**config.mk**
```make
export PLATFORM = sky130hd
export DESIGN_NAME = dfr_readout_engine
export DESIGN_NICKNAME = d
export VERILOG_FILES = /design/src/rtl/dfr_readout_engine.sv
export SDC_FILE = /design/constraint.sdc
export NUM_CORES = 2
export LEC_CHECK = 0
export BUFFER_PORTS_ARGS = -buffer_cell sky130_fd_sc_hd__clkbuf_2
export CORE_ASPECT_RATIO = 1.75
export CORE_MARGIN = 2
export CORE_UTILIZATION = 50
export CTS_BUF_LIST = sky130_fd_sc_hd__clkbuf_8 sky130_fd_sc_hd__clkbuf_16
export DETAILED_ROUTE_END_ITERATION = 8
export GPL_TIMING_DRIVEN = 0
export PLACE_DENSITY = 0.77
export SLEW_MARGIN = 10
export SYNTH_ARGS = -nofsm -noshare
export SYNTH_HDL_FRONTEND = slang
export SYNTH_SLANG_ARGS = --single-unit
```
**constraint.sdc**
```tcl
create_clock -name clk -period 16 [get_ports clk]
set_clock_uncertainty 0.2 [all_clocks]
set_input_delay 2.4 -clock clk [delete_from_list [all_inputs] [get_ports clk]]
set_output_delay 2.4 -clock clk [all_outputs]
set_load 0.03 [all_outputs]
```
**src/rtl/dfr_readout_engine.sv**
```systemverilog
// Delay-feedback reservoir readout engine: streams X (history) and W (output
// weights) from external memories, forms Z = X * W one dot product at a time
// and writes each saturated fixed-point result to the Z memory.
//
//   state | meaning
//   IDLE  | waiting for start
//   ISSUE | one (x_addr, w_addr) pair per cycle, x_cols cycles
//   DRAIN | MEM_LATENCY cycles while the last products return
//   WRITE | one cycle, z_wen=1 with the finished result
//   DONE  | one cycle, done=1
module dfr_readout_engine #(
  parameter int ADDR_WIDTH  = 17,
  parameter int DATA_WIDTH  = 32,
  parameter int NUM_OUTPUTS = 4,
  parameter int MEM_LATENCY = 1,
  parameter int FRAC_BITS   = 16
) (
  input  logic                  clk,
  input  logic                  rst,
  input  logic                  start,
  input  logic                  abort,
  input  logic [ADDR_WIDTH-1:0] x_rows,
  input  logic [ADDR_WIDTH-1:0] x_cols,
  output logic [ADDR_WIDTH-1:0] x_addr,
  input  logic [DATA_WIDTH-1:0] x_data,
  output logic [ADDR_WIDTH-1:0] w_addr,
  input  logic [DATA_WIDTH-1:0] w_data,
  output logic [ADDR_WIDTH-1:0] z_addr,
  output logic [DATA_WIDTH-1:0] z_data,
  output logic                  z_wen,
  output logic                  busy,
  output logic                  done,
  output logic                  sat_flag
);

  localparam int AW   = ADDR_WIDTH;
  localparam int DW   = DATA_WIDTH;
  localparam int PW   = 2 * DW;
  localparam int ACCW = PW + 8;
  localparam int JW   = (NUM_OUTPUTS > 1) ? $clog2(NUM_OUTPUTS) : 1;
  localparam int LW   = $clog2(MEM_LATENCY + 1);

  typedef enum logic [2:0] {S_IDLE, S_ISSUE, S_DRAIN, S_WRITE, S_DONE} state_t;

  state_t                  state_q, state_d;
  logic [AW-1:0]           cols_q, cols_d;
  logic [AW-1:0]           k_q, k_d;        // remaining issue cycles - 1
  logic [LW-1:0]           dr_q, dr_d;      // remaining drain cycles - 1
  logic [JW-1:0]           j_q, j_d;
  logic [AW-1:0]           r_q, r_d;        // remaining rows - 1
  logic [AW-1:0]           base_q, base_d;  // r * x_cols
  logic [AW-1:0]           zcnt_q, zcnt_d;  // next z write address
  logic [MEM_LATENCY-1:0]  vld_q, vld_d;    // read-return valid pipeline
  logic signed [ACCW-1:0]  acc_q, acc_d;
  logic [AW-1:0]           x_addr_q, x_addr_d, w_addr_q, w_addr_d, z_addr_q, z_addr_d;
  logic [DW-1:0]           z_data_q, z_data_d;
  logic                    sat_q, sat_d;

  logic signed [PW-1:0]    prod;
  logic signed [ACCW-1:0]  acc_sum, acc_shift;
  logic                    res_sat;
  logic [DW-1:0]           res_val;

  // Full-precision product, accumulated only when a read return is valid.
  assign prod      = PW'($signed(x_data)) * PW'($signed(w_data));
  assign acc_sum   = acc_q + (vld_q[MEM_LATENCY-1] ? ACCW'(prod) : '0);
  assign acc_shift = acc_sum >>> FRAC_BITS;
  assign res_sat   = !((acc_shift[ACCW-1:DW-1] == '0) || (acc_shift[ACCW-1:DW-1] == '1));
  assign res_val   = res_sat ? (acc_shift[ACCW-1] ? {1'b1, {(DW-1){1'b0}}} : {1'b0, {(DW-1){1'b1}}})
                             : acc_shift[DW-1:0];

  // Next-state, counter and datapath update logic.
  always_comb begin
    state_d  = state_q;
    cols_d   = cols_q;
    k_d      = k_q;
    dr_d     = dr_q;
    j_d      = j_q;
    r_d      = r_q;
    base_d   = base_q;
    zcnt_d   = zcnt_q;
    x_addr_d = x_addr_q;
    w_addr_d = w_addr_q;
    z_addr_d = z_addr_q;
    z_data_d = z_data_q;
    sat_d    = sat_q;
    acc_d    = acc_sum;
    vld_d    = '0;
    vld_d[0] = (state_q == S_ISSUE);
    for (int i = 1; i < MEM_LATENCY; i++) vld_d[i] = vld_q[i-1];

    if (abort && state_q != S_IDLE) begin
      state_d = S_IDLE;
      vld_d   = '0;
      acc_d   = acc_q;
    end else begin
      case (state_q)
        S_IDLE: begin
          if (start) begin
            cols_d   = x_cols;
            k_d      = x_cols - 1'b1;
            r_d      = x_rows - 1'b1;
            j_d      = '0;
            base_d   = '0;
            zcnt_d   = '0;
            x_addr_d = '0;
            w_addr_d = '0;
            acc_d    = '0;
            sat_d    = 1'b0;
            state_d  = (x_rows == '0 || x_cols == '0) ? S_DONE : S_ISSUE;
          end
        end
        S_ISSUE: begin
          if (k_q == '0) begin
            dr_d    = LW'(MEM_LATENCY - 1);
            state_d = S_DRAIN;
          end else begin
            k_d      = k_q - 1'b1;
            x_addr_d = x_addr_q + 1'b1;
            w_addr_d = w_addr_q + AW'(NUM_OUTPUTS);
          end
        end
        S_DRAIN: begin
          if (dr_q == '0) begin
            z_data_d = res_val;
            z_addr_d = zcnt_q;
            zcnt_d   = zcnt_q + 1'b1;
            sat_d    = sat_q | res_sat;
            state_d  = S_WRITE;
          end else begin
            dr_d = dr_q - 1'b1;
          end
        end
        S_WRITE: begin
          acc_d = '0;
          if (j_q == JW'(NUM_OUTPUTS - 1) && r_q == '0) begin
            state_d = S_DONE;
          end else begin
            k_d     = cols_q - 1'b1;
            state_d = S_ISSUE;
            if (j_q == JW'(NUM_OUTPUTS - 1)) begin
              j_d      = '0;
              r_d      = r_q - 1'b1;
              base_d   = base_q + cols_q;
              x_addr_d = base_q + cols_q;
              w_addr_d = '0;
            end else begin
              j_d      = j_q + 1'b1;
              x_addr_d = base_q;
              w_addr_d = AW'(j_q) + 1'b1;
            end
          end
        end
        S_DONE:  state_d = S_IDLE;
        default: state_d = S_IDLE;
      endcase
    end
  end

  // State and datapath registers with asynchronous reset.
  always_ff @(posedge clk or posedge rst) begin
    if (rst) begin
      state_q  <= S_IDLE;
      cols_q   <= '0;
      k_q      <= '0;
      dr_q     <= '0;
      j_q      <= '0;
      r_q      <= '0;
      base_q   <= '0;
      zcnt_q   <= '0;
      vld_q    <= '0;
      acc_q    <= '0;
      x_addr_q <= '0;
      w_addr_q <= '0;
      z_addr_q <= '0;
      z_data_q <= '0;
      sat_q    <= 1'b0;
    end else begin
      state_q  <= state_d;
      cols_q   <= cols_d;
      k_q      <= k_d;
      dr_q     <= dr_d;
      j_q      <= j_d;
      r_q      <= r_d;
      base_q   <= base_d;
      zcnt_q   <= zcnt_d;
      vld_q    <= vld_d;
      acc_q    <= acc_d;
      x_addr_q <= x_addr_d;
      w_addr_q <= w_addr_d;
      z_addr_q <= z_addr_d;
      z_data_q <= z_data_d;
      sat_q    <= sat_d;
    end
  end

  assign x_addr   = x_addr_q;
  assign w_addr   = w_addr_q;
  assign z_addr   = z_addr_q;
  assign z_data   = z_data_q;
  assign sat_flag = sat_q;
  assign z_wen    = (state_q == S_WRITE);
  assign done     = (state_q == S_DONE);
  assign busy     = (state_q == S_ISSUE) || (state_q == S_DRAIN) || (state_q == S_WRITE);

endmodule

```
### After elaboration in Yosys (flattened, before gate mapping)

Index checks and enable logic that the tools add are counted.

| word-level totals | value |
|---|---|
| register bits | 248 |
| logic and storage cells | 116 |
| bits of input ports | 102 |
| output and inout bits | 87 |

| cells by class | value |
|---|---|
| add/sub/neg operators | 13 |
| multiply operators | 1 |
| equal/unequal tests | 15 |
| bitwise gates (word level) | 3 |
| multiplexer cells | 43 |
| reduce and logical (&&, ||, !) cells | 26 |

Operators by type and width:

| cell | count |
|---|---|
| $mux 17 | 13 |
| $pmux 17 s3 | 3 |
| $mux 72 | 2 |
| $pmux 72 s2 | 1 |
| $pmux 17 s2 | 3 |
| $sub 17x1->17 const B | 5 |
| $add 72x72->72 | 1 |
| $logic_not 17->1 | 4 |
| $mul 32x32->64 | 1 |
| $mux 32 | 2 |
| $eq 41x41->1 const B | 1 |
| $logic_not 41->1 | 1 |
| $add 17x1->17 const B | 2 |
| $mux 3 | 7 |
| $add 17x17->17 | 1 |
| $add 17x3->17 const B | 1 |
| $pmux 3 s4 | 1 |
| $reduce_and 3->1 | 4 |
| $ne 2x2->1 const B | 5 |
| $reduce_and 5->1 | 2 |
| $ne 3x3->1 const B | 3 |
| $reduce_and 4->1 | 2 |
| $eq 3x2->1 const B | 2 |
| $mux 2 | 3 |
| 18 further kinds | 31 |

### Logic depth before layout (Yosys ltp)

| logic depth | value |
|---|---|
| word-level depth | 9 |
| depth in mapped cells | 45 |
| depth with buffers taken out | 41 |

### Worst setup path after synthesis

Ideal clock, no wire load.

| path | value |
|---|---|
| kind | input -> register |
| from | input port x_data[31] |
| to | register z_data_q[26] (netlist: z_data[26]) |
| slack | 2.506 ns |
| data required time | 15.704 ns |
| path buffers | 4 |
| arrival time | 13.198 ns |
| stages | 41 |
| library setup time | 0.096 ns |
| cells stage by stage | clkbuf_1 > nand2_1 > inv_1 > fa_1 > fa_1 > fa_1 > fa_1 > inv_1 > fa_1 > inv_1 > fa_1 > inv_1 > fa_1 > inv_1 > fa_1 > ha_1 > clkbuf_1 > a21o_1 > (+5 left out) > or2_2 > a211oi_1 > nor4_1 > ha_1 > clkbuf_1 > nand2_1 > o21ai_1 > a21oi_1 > o22ai_1 > mux2i_1 > o31ai_1 > a211oi_1 > nand4_1 > or4_4 > nor4_4 > buf_6 > a211oi_1 > a311oi_2 |

| between the ends | value |
|---|---|
| longest elaborated chain between the ends | 6 |
| elaborated cells on any way between the ends | 8 |
| those cells by class | add/sub: 1; mul: 1; eq/ne: 1; mux: 3; reduce/logical: 2 |

RTL lines:

| what | line | RTL |
|---|---|---|
| start: declaration | 25 | `input logic [DATA_WIDTH-1:0] x_data,` |
| $mul 32x32->64 * | 65 | `assign prod = PW'($signed(x_data)) * PW'($signed(w_data));` |
| $mux 72 * | 66 | `assign acc_sum = acc_q + (vld_q[MEM_LATENCY-1] ? ACCW'(prod) : '0);` |
| $add 72x72->72 * | 66 |  |
| $eq 41x41->1 or $logic_not 41->1 (tied branches) | 68 | `assign res_sat = !((acc_shift[ACCW-1:DW-1] == '0) \|\| (acc_shift[ACCW-1:DW-1] == '1));` |
| $logic_or 1x1->1 | 68 |  |
| $mux 32 * | 69 | `assign res_val = res_sat ? (acc_shift[ACCW-1] ? {1'b1, {(DW-1){1'b0}}} : {1'b0, {(DW-1){1'b1}}})` |
| end signal: assignment | 192 | `z_data_q <= z_data_d;` |
| end: declaration | 56 | `logic [DW-1:0] z_data_q, z_data_d;` |

Every way passes the cells marked *; elsewhere a longest branch is shown, timed or not.
A chain may end at the register's enable or synchronous reset.

### Worst setup path after layout

| path | value |
|---|---|
| from | input port x_data[18] |
| to | register z_data_q[29] (netlist: z_data[29]) |

The elaborated chain is that of the path after synthesis.

==> run_results.csv <==
group,metric,value,unit
die,die_h,435.9,um
clocking,clk_pin_slew,0.07,ns
timing,slew_viol_final,0,
clocking,cts_tree,"yes",
yosys,synth-simple-area-share,17.93,%
yosys,synthAdderAreaFrac,47.23,%
global_route,grt_start_max_net_pins,111,
yosys,yosysSeqAreaShare,11.60,%
critical_path,critical_path_class,"in2reg",
yosys,synth.area.top_cells,"fa_1 (41%), dfrtp_1 (12%), inv_1 (7.0%)",
clocking,cts_made_buffers,22,
critical_path,arrival,16.04,ns
critical_path,start_kind,"primary input",
clocking,clock_path_buffers,3,
yosys,synth_compound_area_share,10.24,%
critical_path,path_delay_family,"adder cells",
timing,fin_crit_sh,98.75,%
yosys,synth-xor-area-share,2.759,%
die,core,105800,um2
finish,post-route-util,53.78,%
critical_path,path_buf_inv,7,
clocking,post_cts_resized,1,
route,vias,44770,
global_route,grt_overflow_total,0,
critical_path,end_kind,"register",
route,wire_per_inst,26.43,um
finish,nFillCells,9632,
die,boundaryPins,189,
critical_path,cp_slowest_stage_delay,0.82,ns
clocking,insertion_delay,0.56,ns
critical_path,crit_fanout,10,
finish,final_common_cell,"fa_1",
placed_design,place.gp.congestion,1.097,
timing,worst_pin_slew,1.306,ns
min_path,hold_class,"reg2reg",
finish,areaGrowthSynthToFinish,6.739,%
die,die_x,250.8,um
critical_path,crit_required,16.24,ns
clocking,cts_num_sinks,247,
yosys,syn_area,53290,um2
critical_path,slowest_stage,"clkbuf_1",
yosys,syn_inst,5932,
die,rows,158,
clocking,cts_root_buf,"clkbuf_16",
placed_design,placed_cell_area,56020,um2
timing,setup_violations,0,
route,wirelength,199200,um
critical_path,cp_common_cell,"fa_1",
clocking,holdBufCountCts,0,
yosys,async_flop_share,100.0,%
route,viasPerCell,5.940,
yosys,synth_top_cell_area_share,40.72,%
timing,final-hold-violation-count,0,
route,drtIter0Drc,3162,
yosys,yosys_warnings,0,
yosys,synthesis.nets,7395,
timing,period_needed,15.80,ns
timing,rsz0062_at_grt,"false",
yosys,synth_mux_area_share,0.9486,%
global_route,first_global_vias,48450,
clocking,postCtsSetupRepairBufs,0,
timing,slew_headroom,12.96,%
yosys,synth_edf_count,0,
global_route,grt.total_usage,37.33,%
yosys,yosys_most_used_dff,"dfrtp_1",
route,drt_pass1_iterations,6,
placed_design,dp_hpwl,168700,um
job,maxCapViolCount,0,
finish,drive_above_1_share,5.874,%
route,post-route-drc-count,0,
die,start_util,50.38,%
die,dieArea,109300,um2
route,antenna_left,0,
finish,fin_area,56880,um2
yosys,ys_seq_elements,247,
status,outcome,"finished clean",
timing,whs,0.2795,ns
finish,nets,7610,
yosys,ys_types,95,
clocking,cts_max_level,1,
global_route,grt_antenna_before_repair,15,
placed_design,portBuffers,188,
yosys,syn_avg_cell_area,8.983,um2
yosys,synth_top_family_by_area,"adder cells",
yosys,yosysTopAreaCell,"fa_1",
timing,fmax,0.06329,GHz
finish,layout_common_cells,"fa_1 (1082), inv_1 (992), nand2_1 (882)",
global_route,grt_pass1_wl,299100,um
[path summary, 6_finish.rpt]
check | from | endpoint | slack [ns] | cells after the start
min in group asynchronous | rst | zcnt_q[14] | 1.68 | 2
max reg2reg | vld_q | z_data[29] | 8.71 | 18
min | z_addr[15] | z_addr[15] | 0.28 | 2
min reg2reg | z_addr[15] | z_addr[15] | 0.28 | 2
max | x_data[18] | z_data[29] | 0.20 | 42
max in group asynchronous | rst | x_addr[8] | 12.59 | 4
[registers in the layout, summed over array words and instances (netlist names)]
name and flops:
acc_q 72, z_data 32, base_q 17, cols_q 17, k_q 17, r_q 17, w_addr 17, x_addr 17
z_addr 17, zcnt_q 17, state_q 3, j_q 2, sat_flag 1, vld_q 1
[cell families after synthesis]
logic type | count (synthesis)
adders and majority gates | 1361
and+or+nand+nor | 1995
muxes | 50
xor gates and xnor gates | 167
buffers and inverters | 1305
AOI/OAI and AO/OA | 807
DFF | 247
[worst min-delay path, cell delays in order (launching register included)]
cell	delay, ns
dfrtp_1	0.34
nand2_1	0.05
nand2_1	0.06
[metrics by stage]
step	setup WS, ns	setup TNS [ns]	cells
6_report	0.2001	0	7537
5_1_grt	0.06382	0	7524
4_1_cts	0.006397	0	7523
3_5_place_dp	-0.7210	-20.64	7483
3_3_place_gp	-0.5377	-15.69	7480
2_1_floorplan	2.506	0	5932
[Yosys cell counts, types with 5 or more instances]
library cell	instances
o211ai_1	11
nor2b_1	17
o2111ai_1	7
nand2_1	882
dfrtp_1	247
xnor2_1	90
nor2_1	278
a211o_1	10
nor4_1	29
xor2_1	76
or4_1	6
inv_1	992
mux2i_1	46
a221oi_1	5
buf_6	5
ha_1	277
a211oi_1	42
o31ai_1	16
o21ai_0	143
buf_2	9
nor3_1	79
fa_1	1084
nand4_1	45
a2111oi_0	11
o22ai_1	16
nor3b_1	5
a22o_1	60
nand3_1	68
o21bai_1	26
and2_1	462
or3_1	20
a21oi_1	222
and3_1	31
a31o_2	7
o21ai_1	14
or2_2	15
clkbuf_1	279
a21boi_0	6
a22oi_2	21
o21a_1	20
a311oi_1	13
nand2b_1	29
buf_1	16
a21o_1	89
a31oi_1	20
[routing by layer]
metal	track usage, %	routed length [um]	vias up
met5	0	41	-
met4	38.79	25940	6
met3	7.621	14710	977
met2	64.45	99720	2387
met1	35.78	58810	22400
li1	-	-	19000
[cell type report]
class | count | area, um2 | area share (%)
multi-input cells | 4380 | 42180 | 74.15
flip-flops and latches | 247 | 6181 | 10.87
diodes | 14 | 35.03 | 0.06159
clock buffers | 29 | 658.1 | 1.157
repair buffers | 191 | 1003 | 1.764
plain buffers | 312 | 1294 | 2.275
inverters | 993 | 3735 | 6.566
clock inverters | 11 | 93.84 | 0.1650
well taps | 1360 | 1702 | 2.992
Power is not shown: default switching activity piles up to over one toggle a cycle in this logic, so the estimate is an artifact.
